--- src/rtl/dac_i2s_tx.sv ---
`default_nettype none
// ============================================================================
// Module      : dac_i2s_tx
// Description : I2S serial DAC transmitter fed from a non-showahead sample FIFO.
//               Define DAC_UNDERRUN_HOLD_EN to replay the last pair on underrun.
// Revision    : 1.0 - initial release
// ============================================================================
module dac_i2s_tx #(
    parameter int BCK_DIV = 12
) (
    input  logic        clk_24mhz,
    input  logic        rst,
    input  logic        en,
    input  logic [15:0] fifo_q,
    input  logic        fifo_empty,
    output logic        fifo_rdreq,
    output logic        dac_bck,
    output logic        dac_ws,
    output logic        dac_dat,
    output logic        frame_strobe,
    output logic        underrun,
    input  logic        underrun_clr
);
    localparam int               DIV_W    = (BCK_DIV > 2) ? $clog2(BCK_DIV) : 1;
    localparam logic [DIV_W-1:0] DIV_LAST = DIV_W'(BCK_DIV - 1);

    typedef enum logic [1:0] {
        IDLE    = 2'd0,
        LATCH_L = 2'd1,
        WAIT_R  = 2'd2,
        LATCH_R = 2'd3
    } state_t;

    state_t           state;
    state_t           state_nxt;
    logic [15:0]      next_l;
    logic [15:0]      next_r;
    logic             hold_valid;
    logic [DIV_W-1:0] div_cnt;
    logic [4:0]       slot;
    logic [4:0]       slot_nxt;
    logic [31:0]      shifter;
    logic [31:0]      fill_pair;
    logic             bck_fall;
    logic             frame_load;

    // Prefetch FSM: pops L then R; rdreq is gated by empty and held off in reset
    always_comb begin
        state_nxt  = state;
        fifo_rdreq = 1'b0;
        case (state)
            IDLE: begin
                if (!rst && !hold_valid && !fifo_empty) begin
                    fifo_rdreq = 1'b1;
                    state_nxt  = LATCH_L;
                end
            end
            LATCH_L: state_nxt = WAIT_R;
            WAIT_R: begin
                if (!rst && !fifo_empty) begin
                    fifo_rdreq = 1'b1;
                    state_nxt  = LATCH_R;
                end
            end
            LATCH_R: state_nxt = IDLE;
            default: state_nxt = IDLE;
        endcase
    end

    always_ff @(posedge clk_24mhz) begin
        if (rst) begin
            state      <= IDLE;
            next_l     <= '0;
            next_r     <= '0;
            hold_valid <= 1'b0;
        end else begin
            state <= state_nxt;
            if (state == LATCH_L) next_l <= fifo_q;
            if (state == LATCH_R) next_r <= fifo_q;
            if (state == LATCH_R) begin
                hold_valid <= 1'b1;
            end else if (frame_load && hold_valid) begin
                hold_valid <= 1'b0;
            end
        end
    end

    assign bck_fall   = en && dac_bck && (div_cnt == DIV_LAST);
    assign frame_load = bck_fall && (slot == 5'd31);
    assign slot_nxt   = slot + 5'd1;

`ifdef DAC_UNDERRUN_HOLD_EN
    logic [31:0] last_pair;

    always_ff @(posedge clk_24mhz) begin
        if (rst) begin
            last_pair <= '0;
        end else if (frame_load && hold_valid) begin
            last_pair <= {next_l, next_r};
        end
    end

    assign fill_pair = last_pair;
`else
    assign fill_pair = '0;
`endif

    // Slot 0 emits the old shifter MSB (previous right[0]) while the new pair loads
    always_ff @(posedge clk_24mhz) begin
        if (rst || !en) begin
            div_cnt      <= '0;
            dac_bck      <= 1'b0;
            slot         <= 5'd31;
            shifter      <= '0;
            dac_ws       <= 1'b0;
            dac_dat      <= 1'b0;
            frame_strobe <= 1'b0;
        end else begin
            frame_strobe <= frame_load;
            if (div_cnt == DIV_LAST) begin
                div_cnt <= '0;
                dac_bck <= ~dac_bck;
            end else begin
                div_cnt <= div_cnt + DIV_W'(1);
            end
            if (bck_fall) begin
                slot    <= slot_nxt;
                dac_ws  <= slot_nxt[4];
                dac_dat <= shifter[31];
                if (frame_load) begin
                    shifter <= hold_valid ? {next_l, next_r} : fill_pair;
                end else begin
                    shifter <= {shifter[30:0], 1'b0};
                end
            end
        end
    end

    always_ff @(posedge clk_24mhz) begin
        if (rst) begin
            underrun <= 1'b0;
        end else if (frame_load && !hold_valid) begin
            underrun <= 1'b1;
        end else if (underrun_clr) begin
            underrun <= 1'b0;
        end
    end

endmodule
`default_nettype wire

--- config.mk ---
export PLATFORM = sky130hd
export DESIGN_NAME = dac_i2s_tx
export DESIGN_NICKNAME = d
export VERILOG_FILES = /design/src/rtl/dac_i2s_tx.sv
export SDC_FILE = /design/constraint.sdc
export NUM_CORES = 1
export LEC_CHECK = 0
export BUFFER_PORTS_ARGS = -buffer_cell sky130_fd_sc_hd__buf_4
export CAP_MARGIN = 0
export CORE_MARGIN = 8
export CORE_UTILIZATION = 53
export CTS_CLUSTER_SIZE = 8
export DETAILED_ROUTE_END_ITERATION = 8
export PLACE_DENSITY = 0.75
export SLEW_MARGIN = 25
export SYNTH_ARGS = -nofsm -noshare
export SYNTH_HDL_FRONTEND = slang
export SYNTH_SLANG_ARGS = --single-unit
--- constraint.sdc ---
create_clock -name clk_24mhz -period 1.8 [get_ports clk_24mhz]
set_input_delay 0 -clock clk_24mhz [delete_from_list [all_inputs] [get_ports clk_24mhz]]
set_output_delay 0 -clock clk_24mhz [all_outputs]
set_load 0.02 [all_outputs]
==> metrics.txt, run 1 <==
1st-iter DRT viols=approximately 310; post-synth net total=404; synthesis-stage register bit count=81; Worst Skew=0.00850 ns; synthesized netlist cell count=approximately 380; Max VDD drop=approximately 610 µV; mean post-synth cell area=9.14 µm²; clock buffer depth=2; Die Y=approximately 97 µm; post-synthesis sequential area ratio=0.472; fraction of layout cells with a size suffix above 1=0.156; I/O pins=27; Cell Chain, Critical Path=ha_1, and3_1, ha_2, inv_2, clkbuf_16, nand2_1, a311oi_1; Vias=2,940; Final setup viols=0; YS warnings=0; outcome=finished clean; worst relative slew slack=0.727; Top FF cell, synth=dfxtp_1; vias in the first global route=about 2,700; Final nets=433; TritonCTS clock tree=yes; vias per cell=6.05; worst setup path class=reg -> reg; initial antenna violation count=0; WL/cell=~16 µm; share of the synthesized area in the top cell type=0.472; Hold Path Class=in -> reg; final WL=between 7000 and 8000 µm; final setup margin=0.117 ns; Post-CTS Setup Bufs=0; CP max FO=15; Final Max Slew Viols=0; area of the multi-input gates=between 1500 and 2000 µm²; first-pass GRT wire length=12,700 µm; total track usage=0.169; fmax=about 600 MHz; H-tree depth=3; WP data required=approximately 2 ns; cell taking the most area after synthesis=dfxtp_1; Worst Setup Start Kind=register; CP endpoint kind=register; Core ar.=6310 µm²; DIE WIDTH=between 90 and 100 µm; Remaining Overflow, GRT=0; root buf cell=clkbuf_8; initial core utilization=0.544; Max Cap Viol=0; largest net degree at the start of global routing=42; FF/Latch Area=between 1500 and 2000 µm²; Worst-path clk slew=0.08 ns; clock latency on the worst-skew pair=about 0.35 ns; die area=9320 µm²; worst hold slack=approximately 0.057 ns; Crit-path slowest cell=dfxtp_1; number of flops mapped to enable cells by yosys=0; placed cell count=roughly 450; HPWL after DPL=4620 µm; Filler Cells Inserted=516; ant diodes=0; Finished Layout Cells=between 400 and 500; Final Cycle Share=0.935; setup TNS=0 ns; slew at the pin closest to its max-slew limit=approximately 0.41 ns; pwr/cell area=about 900 nW/µm²; Cell variety after synth=36; PortBufs=26; CTS sink count=slightly above 80; CP max stage delay=between 0.3 and 0.4 ns; Synth Cell Area=3440 µm²; asr flop ratio synth=0; area growth from synthesis to layout=20.3%; RSZ-0062 raised after global routing=false; leakage=~1.4 nW; DRC violations left=0; Routed Antenna Nets=0; Site Rows=29; final critical-path required period=1.68 ns; CTS Buf Count=9; DR pass1 iterations=4; top cells by area, synth=dfxtp_1 47%, mux2i_1 9.6%, a311oi_1 7.9%, nand3_1 6.0%, a21oi_1 5.4%; WP data arrival=~1.9 ns; routability cong.=between 0.7 and 0.8; Hold Fails Final Rpt=0; Post-Place Worst Slack=around 0.093 ns
-- what timing repair did --
item / in CTS / in global routing
gates resized for setup: 0 / 8
hold endpoints to repair: 33 / 0
hold buffers: 17 / 0
setup endpoints to repair: 0 / 23
-- worst max-delay path, delay by kind of cell (launching register included) --
kind | cells | cell delay (ns)
compound gates | 1 | 0.27
buf+inv | 2 | 0.29
fa+ha+maj | 2 | 0.42
simple gates | 2 | 0.25
flops | 1 | 0.34
-- worst paths after layout --
check	startpoint	end	slack, ns	depth (start not counted)
setup reg to reg	slot[0]	shifter[21]	0.12	7
hold / removal	rst	next_r[2]	0.06	2
setup / recovery	slot[0]	shifter[21]	0.12	7
hold reg to reg	shifter[6]	shifter[7]	0.48	2
-- metrics by stage --
stage	power [mW]	util	area, µm²
after floorplan	2.15	-	3440
after CTS	3.81	0.645	4070
after global placement	2.25	0.582	3670
after detailed placement	2.26	0.582	3670
final	3.79	0.655	4130
after global routing	3.93	0.655	4130
-- power breakdown --
part,internal (mW),total (mW),switching (mW)
Combinational,0.173,0.355,0.183
Clock,0.908,1.53,0.626
Sequential,1.85,1.90,0.0434
Total,2.93,3.79,0.852
-- area by class of cell --
type,count,area share
Clock inverter,6,0.0260
Inverter,5,0.00454
Clock buffer,9,0.0300
Timing Repair Buffer,54,0.131
Multi-Input combinational cell,254,0.393
Sequential cell,81,0.392
Tap cell,77,0.0233
-- layer usage --
metal  global-route usage  up-vias  routed length [µm]
li1                     -     1413                   -
met1                0.220     1424                3510
met2                0.268       90                3660
met3               0.0301       13                 432
met4               0.0794        0                 148
met5                    0        -                   0
-- layout by cell type, fill, tap and decap left out, types with 2 or more instances in the layout --
cell           netlist  final
o21ai_0              9      9
a31oi_1              2      2
buf_12               0      6
a21oi_1             37     37
ha_1                 7      6
a311oi_1            31     28
clkinv_2             0      2
dfxtp_1             81     81
dlygate4sd3_1        0     17
buf_4                2     30
inv_1                5      4
o31ai_1              2      2
nand3_1             41     41
nand2_1             34     34
nor3_1               2      2
nor2_1              37     36
bufinv_16            0      3
and3_1               2      2
mux2i_1             33     33
clkbuf_8             0      9
a311oi_2             0      3
-- cell families (layout without fill, tap and decap cells) --
group                      Yosys count  in the layout  share of synthesized area
AOI/OAI and AO/OA                   87             87                      0.172
adders and majority gates            7              7                     0.0255
and+or+nand+nor                    126            126                      0.170
muxes                               33             33                     0.0961
buffers and inverters               41             74                     0.0623
DFF                                 81             81                      0.472
xor gates and xnor gates             1              1                    0.00255
-- sequential cells by signal (all words and copies together), names as in the netlist --
register,cells
shifter,32
next_l,16
next_r,16
slot,5
div_cnt,4
state,2
dac_bck,1
dac_dat,1
dac_ws,1
frame_strobe,1
hold_valid,1
underrun,1
-- Yosys cell counts, types with 2 or more instances --
cell type,instances
dfxtp_1,81
nand3_1,41
a21oi_1,37
nor2_1,37
nand2_1,34
mux2i_1,33
a311oi_1,31
clkbuf_1,14
buf_2,12
o21ai_0,9
ha_1,7
buf_6,5
inv_1,5
buf_1,3
a31oi_1,2
and3_1,2
buf_4,2
nor3_1,2
o31ai_1,2
No activity file was read; power rests on OpenSTA's default activity.
==> run 2, diff against run 1 <==
--- a/config.mk
+++ b/config.mk
@@ -5,6 +5,7 @@
 export SDC_FILE = /design/constraint.sdc
 export NUM_CORES = 1
 export LEC_CHECK = 0
+export ABC_AREA = 1
 export BUFFER_PORTS_ARGS = -buffer_cell sky130_fd_sc_hd__buf_4
 export CAP_MARGIN = 0
 export CORE_MARGIN = 8
==> metrics.txt, run 2 <==
combinational fraction of design power=0.071 (-0.023); Hold Path Class=in -> reg; Worst Skew=0.00592 ns (-0.00258 ns); hold wc startpoint=fifo_q[5]; area of the multi-input gates=1470 µm² (-9.8%); Top FF cell, synth=dfxtp_1; final WL=8010 µm (+3.3%); power share of the sequential group=0.548 (+0.047); DRC violations left=0 (unchanged); fmax=590 MHz (-0.70%); Crit-path slowest cell=dfxtp_1; clock buffer depth=2 (unchanged); Synth top cells by count=122 x nor2_1, 87 x o21ai_0, 81 x dfxtp_1; Cell Chain, Critical Path=inv_1, ha_1, or2_2, nand2_1, nor3_1, buf_4; pwr/cell area=831 nW/µm² (-9.3%); Sw Ratio=0.226 (+0.000769); I/O pins=27 (unchanged); asr flop ratio synth=0 (unchanged); YS warnings=0 (unchanged); share of the synthesized area in the top cell type=0.470 (-0.00205); synthesized netlist cell count=468 (+24%); vias in the first global route=3,015 (+11%); Die Y=96.7 µm (+0.18%); CTS sink count=81 (unchanged); final critical-path required period=1.70 ns (+0.0119 ns); Final Max Slew Viols=0 (unchanged); Site Rows=29 (unchanged); Final Cycle Share=0.942 (+0.00659); worst setup path class=reg -> out; Cell variety after synth=25 (-31%); leakage=1.79 nW (+26%); Synth Cell Area=3450 µm² (+0.44%); CTS Buf Count=9 (unchanged); first-pass GRT wire length=13,900 µm (+9.1%); sw power=0.765 mW (-10%); DR pass1 iterations=4 (unchanged); root buf cell=clkbuf_8; initial antenna violation count=0 (unchanged); TritonCTS clock tree=yes; area growth from synthesis to layout=18.2%; ant diodes=0 (unchanged); WP data arrival=1.70 ns (-0.24 ns); WP data required=1.80 ns (-0.25 ns); Worst Setup Start Kind=register; worst hold slack=0.442 ns (+0.386 ns); Vias=3,091 (+5.1%); Largest Register=shifter; fraction of layout cells with a size suffix above 1=0.124 (-0.0324); Final nets=539 (+24%); CP max stage delay=0.40 ns (+0.06 ns); leading cell type in the layout, fill and taps excluded=nor2_1; reg2reg start=slot[1]; cell family with most CP delay=simple AND/OR/NAND/NOR gates; count leader, synth=nor2_1; Worst-path clk slew=0.08 ns (about the same); CP max FO=4 (-11); largest net degree at the start of global routing=38 (-9.5%); Filler Cells Inserted=569 (+10%); Remaining Overflow, GRT=0 (unchanged); DIE WIDTH=96.7 µm (+0.18%); mean post-synth cell area=7.37 µm² (-19%); top cells by area, synth=dfxtp_1 47%, nor2_1 13%, o21ai_0 13%, inv_1 5.3%, nand3_1 4.8%; Core ar.=6310 µm² (unchanged); most frequent cells in the layout=122 x nor2_1, 87 x o21ai_0, 81 x dfxtp_1; routability cong.=0.781 (+8.1%); Critical path origin=state[1]; Final setup viols=0 (unchanged); 1st-iter DRT viols=183 (-42%); Critical path buffers and inverters=2 (unchanged); post-synthesis sequential area ratio=0.470 (-0.00205); worst relative slew slack=0.626 (-0.102); PortBufs=26 (unchanged); outcome=finished clean; vias per cell=5.21 (-14%); total track usage=0.173 (+0.00382); Max Cap Viol=0 (unchanged); Post-CTS Setup Bufs=0 (unchanged); die area=9350 µm² (+0.36%); clock network fraction of total power=0.381 (-0.024); HPWL after DPL=5040 µm (+9.1%); FF/Latch Area=1620 µm² (unchanged); design internal power=2.62 mW (-11%); cell taking the most area after synthesis=dfxtp_1; Hold Fails Final Rpt=0 (unchanged); clock latency on the worst-skew pair=0.34 ns (about the same); RSZ-0062 raised after global routing=true; initial core utilization=0.547 (+0.00238); number of flops mapped to enable cells by yosys=0 (unchanged); H-tree depth=3 (unchanged); Pwr Total=3.39 mW (-11%); CP endpoint kind=primary output; max reg flops=32 (unchanged); Routed Antenna Nets=0 (unchanged); Top Registers=shifter (32), next_l (16), next_r (16); Max VDD drop=545 µV (-11%); WL/cell=13.5 µm (-15%); slew at the pin closest to its max-slew limit=0.560 ns (+0.152 ns); post-synth net total=496 (+23%); synthesis-stage register bit count=81 (unchanged)
run 2: changes by cell type after synthesis, sizes merged, moves of 21 or more:
cell    previous run  this run
a311oi            31         0
nor2              37       123
mux2i             33         0
a21oi             37        16
inv                5        52
o21ai              9        89
run 2: repair_timing:
| action | 4_1_cts | 5_1_grt |
|---|---|---|
| hold buffers | 20 | 0 |
| endpoints found under the setup margin | 0 | 16 |
| endpoints found under the hold margin | 39 | 0 |
| gates resized for setup | 0 | 2 |
run 2: worst paths after layout:
kind | to | slack (ns) | cells past startpoint
worst min register to register | div_cnt[0] | 0.45 | 1
worst min-delay path | next_l[5] | 0.44 | 4
worst max register to register | shifter[6] | 0.15 | 9
worst max-delay path | fifo_rdreq | 0.10 | 6
run 2: metrics by stage:
stage               setup TNS [ns]  utilization  instances  cell area, µm²  worst slack (ns)
floorplan                        0            -        468            3450             0.257
global placement                 0        0.584        557            3680             0.201
detailed placement               0        0.584        557            3680             0.156
CTS                              0        0.645        593            4070             0.107
global route              -0.00342        0.646        593            4080          -0.00342
finish                           0        0.646        593            4080             0.105
run 2: cells by family after synthesis:
logic type	Yosys count	synth area share
simple gates	186	0.227
compound gates	112	0.166
flops	81	0.470
buf+inv	80	0.107
fa+ha+maj	7	0.0254
xor+xnor	2	0.00508
run 2: area by class of cell:
cell class	instances	area share
Timing Repair Buffer	59	0.124
Inverter	53	0.0494
Sequential cell	81	0.398
Tap cell	77	0.0236
Multi-Input combinational cell	307	0.359
Clock inverter	3	0.00982
Clock buffer	13	0.0365
run 2: power groups by stage:
stage	clock network, mW	registers (mW)	logic (mW)
after floorplan	0	1.89	0.115
after global placement	0	1.90	0.195
after detailed placement	0	1.90	0.203
after CTS	1.31	1.86	0.239
after global routing	1.38	1.86	0.265
final	1.29	1.86	0.241
run 2: worst register-to-register path, cell delays in order, from the launching register on:
cell and delay (ns):
dfxtp_1 0.36, ha_2 0.20, inv_1 0.04, nor3_1 0.15, ha_2 0.27, buf_4 0.19, nand3_1 0.09, o21ai_0 0.10
nor2_1 0.08, nor2_1 0.12
run 2: metal layers:
metal  vias to the layer above  share of wire  GRT usage
met4                         0         0.0084     0.0509
met2                        79           0.50      0.295
met3                         8          0.054     0.0448
li1                       1576              -          -
met5                         -              0          0
met1                      1428           0.44      0.208
==> run 3, diff against run 2 <==
--- a/config.mk
+++ b/config.mk
@@ -8,11 +8,11 @@
 export ABC_AREA = 1
 export BUFFER_PORTS_ARGS = -buffer_cell sky130_fd_sc_hd__buf_4
 export CAP_MARGIN = 0
-export CORE_MARGIN = 8
-export CORE_UTILIZATION = 53
+export CORE_UTILIZATION = 66
+export CTS_BUF_LIST = sky130_fd_sc_hd__clkbuf_8
 export CTS_CLUSTER_SIZE = 8
 export DETAILED_ROUTE_END_ITERATION = 8
-export PLACE_DENSITY = 0.75
+export PLACE_DENSITY = 0.87
 export SLEW_MARGIN = 25
 export SYNTH_ARGS = -nofsm -noshare
 export SYNTH_HDL_FRONTEND = slang
==> constraint.sdc (replaced) <==
create_clock -name clk_24mhz -period 2.1 [get_ports clk_24mhz]
set_input_delay 0 -clock clk_24mhz [delete_from_list [all_inputs] [get_ports clk_24mhz]]
set_output_delay 0 -clock clk_24mhz [all_outputs]
set_load 0.02 [all_outputs]
==> metrics.txt, run 3 (synthesis results as in run 2) <==
cell family with most CP delay=simple AND/OR/NAND/NOR gates; Final Cycle Share=0.881; WP data arrival=2.13 ns (+0.43 ns); Post-CTS Setup Bufs=0 (unchanged); Sw Ratio=0.231 (+0.00558); initial antenna violation count=0 (unchanged); Routed Antenna Nets=0 (unchanged); ant diodes=0 (unchanged); first-pass GRT wire length=13,500 µm (-2.7%); CTS Buf Count=9 (unchanged); CTS sink count=81 (unchanged); HPWL after DPL=4710 µm (-6.4%); fin area=4020 µm² (-1.3%); placed cell area=3640 µm² (-1.2%); Worst-path clk slew=0.08 ns (about the same); vias in the first global route=2,919 (-3.2%); most frequent cells in the layout=122 x nor2_1, 87 x o21ai_0, 81 x dfxtp_1; pwr/cell area=709 nW/µm² (-15%); Filler Cells Inserted=311 (-45%); setup TNS=0 ns (unchanged); PortBufs=26 (unchanged); Site Rows=25 (-14%); fraction of layout cells with a size suffix above 1=0.117 (-0.00661); Finished Layout Cells=578 (-2.5%); Hold Fails Final Rpt=0 (unchanged); I/O pins=27 (unchanged); combinational fraction of design power=0.073 (+0.002); leading cell type in the layout, fill and taps excluded=nor2_1; root buf cell=clkbuf_8; DRC violations left=0 (unchanged); die area=5520 µm² (-41%); design internal power=2.19 mW (-16%); 1st-iter DRT viols=249 (+36%); Core ar.=4880 µm² (-23%); Die Y=74.3 µm (-23%); slew at the pin closest to its max-slew limit=0.545 ns (-0.0150 ns); final critical-path required period=~1.9 ns; H-tree depth=3 (unchanged); worst setup path class=reg -> reg; outcome=finished clean; leakage=1.77 nW (-0.72%); worst relative slew slack=0.636 (+0.0101); clock buffer depth=2 (unchanged); clock network fraction of total power=0.369 (-0.012); Largest Register=shifter; largest net degree at the start of global routing=49 (+29%); CP max stage delay=0.36 ns (-0.04 ns); WP data required=2.38 ns (+0.58 ns); final WL=8200 µm (+2.3%); Critical path buffers and inverters=2 (unchanged); Worst Skew=0.00965 ns (+0.00373 ns); initial core utilization=0.707 (+0.161); fmax=541 MHz; Most Frequent Cell on Critical Path=nor2_1; power share of the sequential group=0.559 (+0.011); Final setup viols=0 (unchanged); RSZ-0062 raised after global routing=false; placed cell count=543 (-2.5%); max reg flops=32 (unchanged); CP max FO=48 (+44); Max Cap Viol=0 (unchanged); worst hold slack=0.403 ns (-0.0396 ns); Final Max Slew Viols=0 (unchanged); Final nets=535 (-0.74%); Crit-path slowest cell=dfxtp_1; Remaining Overflow, GRT=0 (unchanged); DIE WIDTH=74.3 µm (-23%); area growth from synthesis to layout=16.6%; CP endpoint kind=register; Vias=3,276 (+6.0%); Worst Setup Start Kind=register; vias per cell=5.67 (+8.7%); Post-Place Worst Slack=0.313 ns (+0.156 ns); Top Registers=shifter (32), next_l (16), next_r (16); total track usage=0.326 (+0.153); Hold Path Class=in -> reg; Cell Chain, Critical Path=ha_1, inv_1, nor3_1, ha_2, buf_12, nand2_2, o22ai_1, nor2_1, nor2_1; sw power=0.660 mW (-14%); TritonCTS clock tree=yes; routability cong.=0.790 (+1.1%); clock latency on the worst-skew pair=0.35 ns (about the same); final setup margin=0.250 ns (+0.145 ns); DR pass1 iterations=6 (+2); Max VDD drop=721 µV (+32%); WL/cell=14.2 µm (+5.0%)
==> run 3: cell types whose count changed in the layout (fill, tap and decap cells not counted), sizes merged <==
cell / delta
buf: -4
clkbuf: -4
clkinv: +1
inv: +2
==> run 3: worst reg2reg max path: stages, from the launching register on <==
cell     delay [ns]
dfxtp_1        0.36
ha_1           0.21
inv_1          0.06
nor3_1         0.19
ha_2           0.26
buf_12         0.21
nand2_2        0.15
o22ai_1        0.12
nor2_1         0.07
nor2_1         0.15
==> run 3: cell type report <==
class	count	area (µm²)	area share
clock buffer	9	124	0.0308
clock inverter	6	52.6	0.0131
inverter	53	201	0.0501
multi-input combinational	307	1470	0.364
sequential	81	1620	0.403
tap	67	83.8	0.0208
timing repair buffer	55	475	0.118
==> run 3: path summary, 6_finish.rpt <==
check / from / endpoint / slack (ns) / cells past startpoint
worst max-delay path: slot[0] / shifter[31] / 0.25 / 9
worst min-delay path: rst / state[1] / 0.40 / 3
worst max register to register: slot[0] / shifter[31] / 0.25 / 9
worst min register to register: div_cnt[0] / div_cnt[0] / 0.45 / 1
==> run 3: power by group through the flow <==
stage | sequential, mW | clock [mW] | combinational [mW]
detailed placement | 1.63 | 0 | 0.165
finish | 1.59 | 1.05 | 0.207
global placement | 1.63 | 0 | 0.161
CTS | 1.59 | 1.06 | 0.196
global route | 1.60 | 1.12 | 0.227
floorplan | 1.62 | 0 | 0.0985
==> run 3: stage by stage <==
stage	power, mW	util
final	2.85	0.825
after global routing	2.94	0.825
after CTS	2.85	0.824
after detailed placement	1.80	0.746
after global placement	1.79	0.746
after floorplan	1.72	-
==> run 3: what timing repair did <==
action,4_1_cts,5_1_grt
endpoints found under the setup margin,0,1
hold buffers,20,0
resized for setup,0,2
hold endpoints to repair,36,0
==> run 3: metal layers <==
layer / track usage / wire length, µm / up-vias
li1: - / - / 1582
met1: 0.402 / 3320 / 1510
met2: 0.536 / 4080 / 154
met3: 0.0976 / 560 / 30
met4: 0.134 / 233 / 0
met5: 0 / 0 / -
